$ cat config.mk
export PLATFORM = sky130hd
export DESIGN_NAME = clock_set_ctrl
export DESIGN_NICKNAME = d
export VERILOG_FILES = /design/src/rtl/clock_set_ctrl.sv
export SDC_FILE = /design/constraint.sdc
export NUM_CORES = 1
export LEC_CHECK = 0
export BUFFER_PORTS_ARGS = -buffer_cell sky130_fd_sc_hd__buf_2
export CORE_ASPECT_RATIO = 1.2
export CORE_UTILIZATION = 66
export CTS_CLUSTER_DIAMETER = 80
export DETAILED_ROUTE_END_ITERATION = 10
export PLACE_DENSITY = 0.84
export SLEW_MARGIN = 5
export SYNTH_ARGS = -nofsm -noshare
export SYNTH_HDL_FRONTEND = slang
export SYNTH_SLANG_ARGS = --single-unit
$ cat constraint.sdc
create_clock -name i_clk -period 2.7 [get_ports i_clk]
set_clock_uncertainty 0.05 [all_clocks]
set_input_delay 0.27 -clock i_clk [delete_from_list [all_inputs] [get_ports i_clk]]
set_output_delay 0.27 -clock i_clk [all_outputs]
set_load 0.05 [all_outputs]
$ cat src/rtl/clock_set_ctrl.sv
// -----------------------------------------------------------------------------
// clock_set_ctrl
//   Timing and user-control sequencer for the clock. Produces the 1 Hz seconds
//   tick in RUN and drives a button FSM (RUN -> SET_H -> SET_M -> RUN) that
//   suppresses the tick and issues single or auto-repeat increments to the
//   hour or minute counter. This block is the only source of increment pulses
//   into the counter chain.
//
//   Optional feature macro: CLOCK_SET_DEBOUNCE_EN (adds a per-button debouncer
//   after the synchronizer; DEB_CYCLES is otherwise unused).
//
// Ports:
//   i_clk        system clock
//   i_rst        asynchronous, active-low reset
//   i_btn_mode   raw asynchronous mode button, active-high
//   i_btn_inc    raw asynchronous increment button, active-high
//   o_inc_sec    1-cycle pulse, seconds +1 (RUN only)
//   o_inc_min    1-cycle pulse, minutes +1 (SET_M only)
//   o_inc_hour   1-cycle pulse, hours +1 (SET_H only)
//   o_clr_sec    1-cycle pulse, clear seconds (on SET_M -> RUN)
//   o_mode       00 RUN, 01 SET_H, 10 SET_M
// -----------------------------------------------------------------------------
module clock_set_ctrl #(
    parameter int unsigned TICK_DIV    = 50000000,
    parameter int unsigned REPEAT_DIV  = 12500000,
    parameter int unsigned SYNC_STAGES = 2,
    parameter int unsigned DEB_CYCLES  = 1000000
) (
    input  logic       i_clk,
    input  logic       i_rst,
    input  logic       i_btn_mode,
    input  logic       i_btn_inc,
    output logic       o_inc_sec,
    output logic       o_inc_min,
    output logic       o_inc_hour,
    output logic       o_clr_sec,
    output logic [1:0] o_mode
);

    localparam int unsigned TickW = (TICK_DIV > 2) ? $clog2(TICK_DIV) : 1;
    localparam int unsigned RepW  = $clog2(2 * REPEAT_DIV);

    localparam logic [TickW-1:0] TickLast  = TickW'(TICK_DIV - 1);
    localparam logic [RepW-1:0]  RepFirst  = RepW'(2 * REPEAT_DIV - 1);
    localparam logic [RepW-1:0]  RepReload = RepW'(REPEAT_DIV);

    if (TICK_DIV < 2 || REPEAT_DIV < 2 || SYNC_STAGES < 2 || DEB_CYCLES < 1) begin : g_bad_param
        $error("clock_set_ctrl: parameter out of range");
    end

    typedef enum logic [1:0] {
        StRun  = 2'b00,
        StSetH = 2'b01,
        StSetM = 2'b10
    } state_t;

    // Button index 0 = mode, 1 = inc.
    logic [1:0]             w_btn;
    logic [SYNC_STAGES-1:0] r_sync [2];
    logic [1:0]             w_sync;
    logic [1:0]             w_lvl;
    logic [1:0]             r_prev;
    logic [1:0]             w_rise;

    assign w_btn = {i_btn_inc, i_btn_mode};

    always_ff @(posedge i_clk or negedge i_rst) begin
        if (!i_rst) begin
            for (int b = 0; b < 2; b++) begin
                r_sync[b] <= '0;
            end
        end else begin
            for (int b = 0; b < 2; b++) begin
                r_sync[b] <= {r_sync[b][SYNC_STAGES-2:0], w_btn[b]};
            end
        end
    end

    always_comb begin
        w_sync = '0;
        for (int b = 0; b < 2; b++) begin
            w_sync[b] = r_sync[b][SYNC_STAGES-1];
        end
    end

`ifdef CLOCK_SET_DEBOUNCE_EN
    localparam int unsigned      DebW    = $clog2(DEB_CYCLES + 1);
    localparam logic [DebW-1:0]  DebLast = DebW'(DEB_CYCLES - 1);

    logic [DebW-1:0] r_deb_cnt [2];
    logic [1:0]      r_deb_lvl;

    // Accepted level moves only after the synchronized level has disagreed
    // with it for DEB_CYCLES consecutive cycles; any return resets the count.
    always_ff @(posedge i_clk or negedge i_rst) begin
        if (!i_rst) begin
            r_deb_lvl <= '0;
            for (int b = 0; b < 2; b++) begin
                r_deb_cnt[b] <= '0;
            end
        end else begin
            for (int b = 0; b < 2; b++) begin
                if (w_sync[b] == r_deb_lvl[b]) begin
                    r_deb_cnt[b] <= '0;
                end else if (r_deb_cnt[b] == DebLast) begin
                    r_deb_lvl[b] <= w_sync[b];
                    r_deb_cnt[b] <= '0;
                end else begin
                    r_deb_cnt[b] <= r_deb_cnt[b] + 1'b1;
                end
            end
        end
    end

    assign w_lvl = r_deb_lvl;
`else
    assign w_lvl = w_sync;
`endif

    always_ff @(posedge i_clk or negedge i_rst) begin
        if (!i_rst) begin
            r_prev <= '0;
        end else begin
            r_prev <= w_lvl;
        end
    end

    assign w_rise = w_lvl & ~r_prev;

    logic w_mode_rise;
    logic w_inc_rise;
    logic w_inc_lvl;

    assign w_mode_rise = w_rise[0];
    assign w_inc_rise  = w_rise[1];
    assign w_inc_lvl   = w_lvl[1];

    state_t           r_state;
    logic [TickW-1:0] r_tick_cnt;
    logic [RepW-1:0]  r_rep_cnt;
    logic             r_rep_en;
    logic             r_inc_sec;
    logic             r_inc_min;
    logic             r_inc_hour;
    logic             r_clr_sec;

    always_ff @(posedge i_clk or negedge i_rst) begin
        if (!i_rst) begin
            r_state    <= StRun;
            r_tick_cnt <= '0;
            r_rep_cnt  <= '0;
            r_rep_en   <= 1'b0;
            r_inc_sec  <= 1'b0;
            r_inc_min  <= 1'b0;
            r_inc_hour <= 1'b0;
            r_clr_sec  <= 1'b0;
        end else begin
            r_inc_sec  <= 1'b0;
            r_inc_min  <= 1'b0;
            r_inc_hour <= 1'b0;
            r_clr_sec  <= 1'b0;
            case (r_state)
                StRun: begin
                    r_rep_en  <= 1'b0;
                    r_rep_cnt <= '0;
                    if (w_mode_rise) begin
                        // Leaving RUN: the tick is dropped so no inc_sec
                        // appears alongside a set-mode state.
                        r_state    <= StSetH;
                        r_tick_cnt <= '0;
                    end else if (r_tick_cnt == TickLast) begin
                        r_tick_cnt <= '0;
                        r_inc_sec  <= 1'b1;
                    end else begin
                        r_tick_cnt <= r_tick_cnt + 1'b1;
                    end
                end
                StSetH, StSetM: begin
                    r_tick_cnt <= '0;
                    if (w_mode_rise) begin
                        // Mode wins over a coincident inc edge; repeat is
                        // disarmed until the next accepted inc press.
                        r_state   <= (r_state == StSetH) ? StSetM : StRun;
                        r_clr_sec <= (r_state == StSetM);
                        r_rep_en  <= 1'b0;
                        r_rep_cnt <= '0;
                    end else if (w_inc_rise) begin
                        r_inc_hour <= (r_state == StSetH);
                        r_inc_min  <= (r_state == StSetM);
                        r_rep_en   <= 1'b1;
                        r_rep_cnt  <= '0;
                    end else if (r_rep_en && w_inc_lvl) begin
                        // First repeat after 2*REPEAT_DIV, later ones every
                        // REPEAT_DIV: reload to REPEAT_DIV after each pulse.
                        if (r_rep_cnt == RepFirst) begin
                            r_inc_hour <= (r_state == StSetH);
                            r_inc_min  <= (r_state == StSetM);
                            r_rep_cnt  <= RepReload;
                        end else begin
                            r_rep_cnt <= r_rep_cnt + 1'b1;
                        end
                    end else begin
                        r_rep_en  <= 1'b0;
                        r_rep_cnt <= '0;
                    end
                end
                default: begin
                    r_state    <= StRun;
                    r_tick_cnt <= '0;
                    r_rep_en   <= 1'b0;
                    r_rep_cnt  <= '0;
                end
            endcase
        end
    end

    assign o_inc_sec  = r_inc_sec;
    assign o_inc_min  = r_inc_min;
    assign o_inc_hour = r_inc_hour;
    assign o_clr_sec  = r_clr_sec;
    assign o_mode     = r_state;

endmodule

==> out/summary.txt <==
Status: finished clean
Mapped Cells: 313
Global Route met3 Usage: 7.50%
PortBufs: 9
Syn Std Cell Area: 0.00317 sq mm
EDFF count, synth: 0
Sequential area share after synthesis: 50.6%
# IOs: 10
Core area: 0.00459 sq mm
Hpwl dp: 4230 microns
CTS root buffer: clkbuf_8
Avg Inst Size Synth: 10.1 sq um
Reg-to-Reg Start: r_tick_cnt[2]
Postcts setup bufs: 0
Max Cap Viol: 0
Worst Path Arrival: 2.34 ns
Synth warnings: 0
Pleak: 0.00145 uW
Setup TNS: 0 ns
Core Util, Final: 75.7%
DP Cell Count: 374
Vias per Instance: 6.22
Routed wire length: 6150 microns
Setup violators final: 0
Area grow syn2layout: 9.88%
Vias in the first global route: 2,447
Hold WC Path Type: register to register
Setup crit end: r_tick_cnt[19]
Starting Density: 68.9%
Drt drc: 0
Largest net degree at the start of global routing: 28
CP Depth: 4
Unique masters post-synth: 41
Layout net count: 340
Clock sink total: 64
Max transition margin: 69.0%
RSZ-0062 raised after global routing: false
Combinational Power Share: 14.8%
Fmax: 471 MHz
Internal Pwr Total: 1520 uW
Reg2Reg Setup Slack: 0.58 ns
Drt wl/cell: 15.7 microns
Worst-path clk slew: 0.07 ns
Layout cells sized above 1: 11.6%
Fin Hold WS: 0.307 ns
Net Count, Synth: 323
DRT iter0 DRCs: 232
Aggregate global routing overflow: 0
DIE AREA: 0.00508 sq mm
Crit. Startpoint: r_tick_cnt[2]
CP cell instances: and4_1, nand4_1, or3_1, a21oi_1
Final hold violation count: 0
Most common cell after layout, fill and taps aside: dfrtp_1
Critical path's largest stage delay: 0.49 ns
Startpoint Class: register
Initial antenna violation count: 0
Minimum clock period: 2.12 ns
First-pass GRT wire length: 10,600 microns
CTS tree: yes
P per Cell Area: 621 mW/mm^2
CP max stage cell: or3_1
Ant diodes: 0
Final worst path period share: 78.6%
Met1 global-route usage: 32.1%
Crit path buf inv count: 0
Critical path type: register to register
CP Max Fanout: 13
Gr busiest metal: met2
Worst Tran Pin Value: 0.464 ns
CP Data Required Time: 2.91 ns
Top FF cell, synth: dfrtp_1
Maximum clock insertion buffer count: 2
Cts bufs inserted: 9
Vias: 2,446
Most frequent cells in the layout: 64 x dfrtp_1, 23 x nand2_1, 21 x a21oi_1, 19 x o21ai_0, 19 x nor2_1
Clock Power Share: 37.6%
CP Capture Type: register
VDD IR max: 508 uV
Final non-filler cell total: 393
Critical path's top delay family: simple AND/OR/NAND/NOR gates
Synth Register Bits: 64
All-Layer GR Usage: 27.3%
Net Sw Frac: 29.4%
Met2 Use GR: 45.8%
Net Switching: 635 uW
Final Slew Violations: 0
H-tree Lvls: 3
Reg2reg end: r_tick_cnt[19]
Die height: 77.9 microns
Register-to-Register Path Depth: 4
Die extent in x: 65.2 microns
Worst skew pair latency: 0.34 ns
Rows: 27
Detailed-router iteration count before antenna repair: 5
RD Place Congestion: 0.834
Flop pwr share: 47.5%
Routed Antenna Nets: 0
Ys async rst share: 100%
## area by class of cell
cell class                 count  area (sq um)
tap                           58          72.6
clock inverter                 6          68.8
timing repair buffer          17           113
clock buffer                  10           128
fill                         310          1120
sequential                    64          1600
inverter                       5          18.8
multi-input combinational    233          1480
## worst min path at each step
stage	start	to	slack (ns)	cells after the start
5_1_grt	r_sync[0]	r_sync[1]	0.32	0
3_3_place_gp	i_rst	r_rep_cnt[13]	0.16	1
2_1_floorplan	i_rst	o_clr_sec	-0.08	0
3_5_place_dp	i_rst	r_rep_cnt[13]	0.17	1
6_report	r_sync[2]	r_sync[3]	0.31	0
4_1_cts	r_sync[2]	r_sync[3]	0.31	0
## synth_stat cells (2+ instances only)
cell	number	area (sq um)
nor3_1	9	45.0
nand2_1	23	86.3
buf_6	2	22.5
o21ai_0	19	95.1
and3_1	10	62.6
buf_4	2	15.0
or3_1	15	93.8
a21oi_1	21	105
or3_2	2	15.0
nand4_4	2	42.5
nand2b_1	2	12.5
o21a_1	2	15.0
nor4_1	3	18.8
clkbuf_1	3	11.3
or4_1	8	60.1
xnor2_1	5	43.8
and2_1	5	31.3
o31ai_1	8	60.1
nor2_1	19	71.3
ha_1	6	75.1
a211oi_1	4	30.0
nand3_1	17	85.1
dfrtp_1	64	1600
nand4_1	14	87.6
a31oi_1	3	18.8
inv_1	5	18.8
buf_2	4	20.0
and4_1	8	70.1
xor2_1	16	140
## state kept, by name (all words and copies together) (netlist names)
name        cells
o_clr_sec       1
o_inc_hour      1
o_inc_min       1
o_inc_sec       1
o_mode          2
r_prev          2
r_rep_cnt      25
r_rep_en        1
r_sync          4
r_tick_cnt     26
## power groups by stage
| stage | logic [uW] | clock network [uW] | registers, uW |
|---|---|---|---|
| 5_1_grt | 356 | 866 | 1030 |
| 2_1_floorplan | 170 | 0 | 1090 |
| 3_3_place_gp | 310 | 0 | 1040 |
| 3_5_place_dp | 318 | 0 | 1050 |
| 6_report | 321 | 812 | 1030 |
| 4_1_cts | 323 | 825 | 1030 |
## routing by layer
metal,vias up,share of wire [%]
met3,5,3.8
met1,1192,42
li1,1196,-
met4,0,0.84
met2,53,53
met5,-,0
## kinds of logic (layout without fill, tap and decap cells)
group	after synthesis	after routing	synth area share, %
buffers and inverters	16	38	2.77
flip-flops	64	64	50.6
XOR/XNOR	21	21	5.81
AND/OR/NAND/NOR	146	146	27.3
adder cells (fa/ha/maj)	6	6	2.37
AO/OA/AOI/OAI	60	60	11.1
## worst register-to-register path, stage by stage (launching register included)
cell and delay (ns):
dfrtp_1 0.43, and4_1 0.47, nand4_1 0.45, or3_1 0.49, a21oi_1 0.15
## per-stage QoR
step	cell area, sq um	setup WS, ns	total power [uW]
6_report	3480	0.578	2160
3_5_place_dp	3250	0.639	1360
5_1_grt	3480	0.407	2250
2_1_floorplan	3170	0.651	1260
4_1_cts	3480	0.607	2170
3_3_place_gp	3250	0.721	1350
## what timing repair did
item	4_1_cts	5_1_grt
endpoints found under the hold margin	18	0
resized for setup	0	0
hold buffers	3	0
No activity file was read; power rests on OpenSTA's default activity.
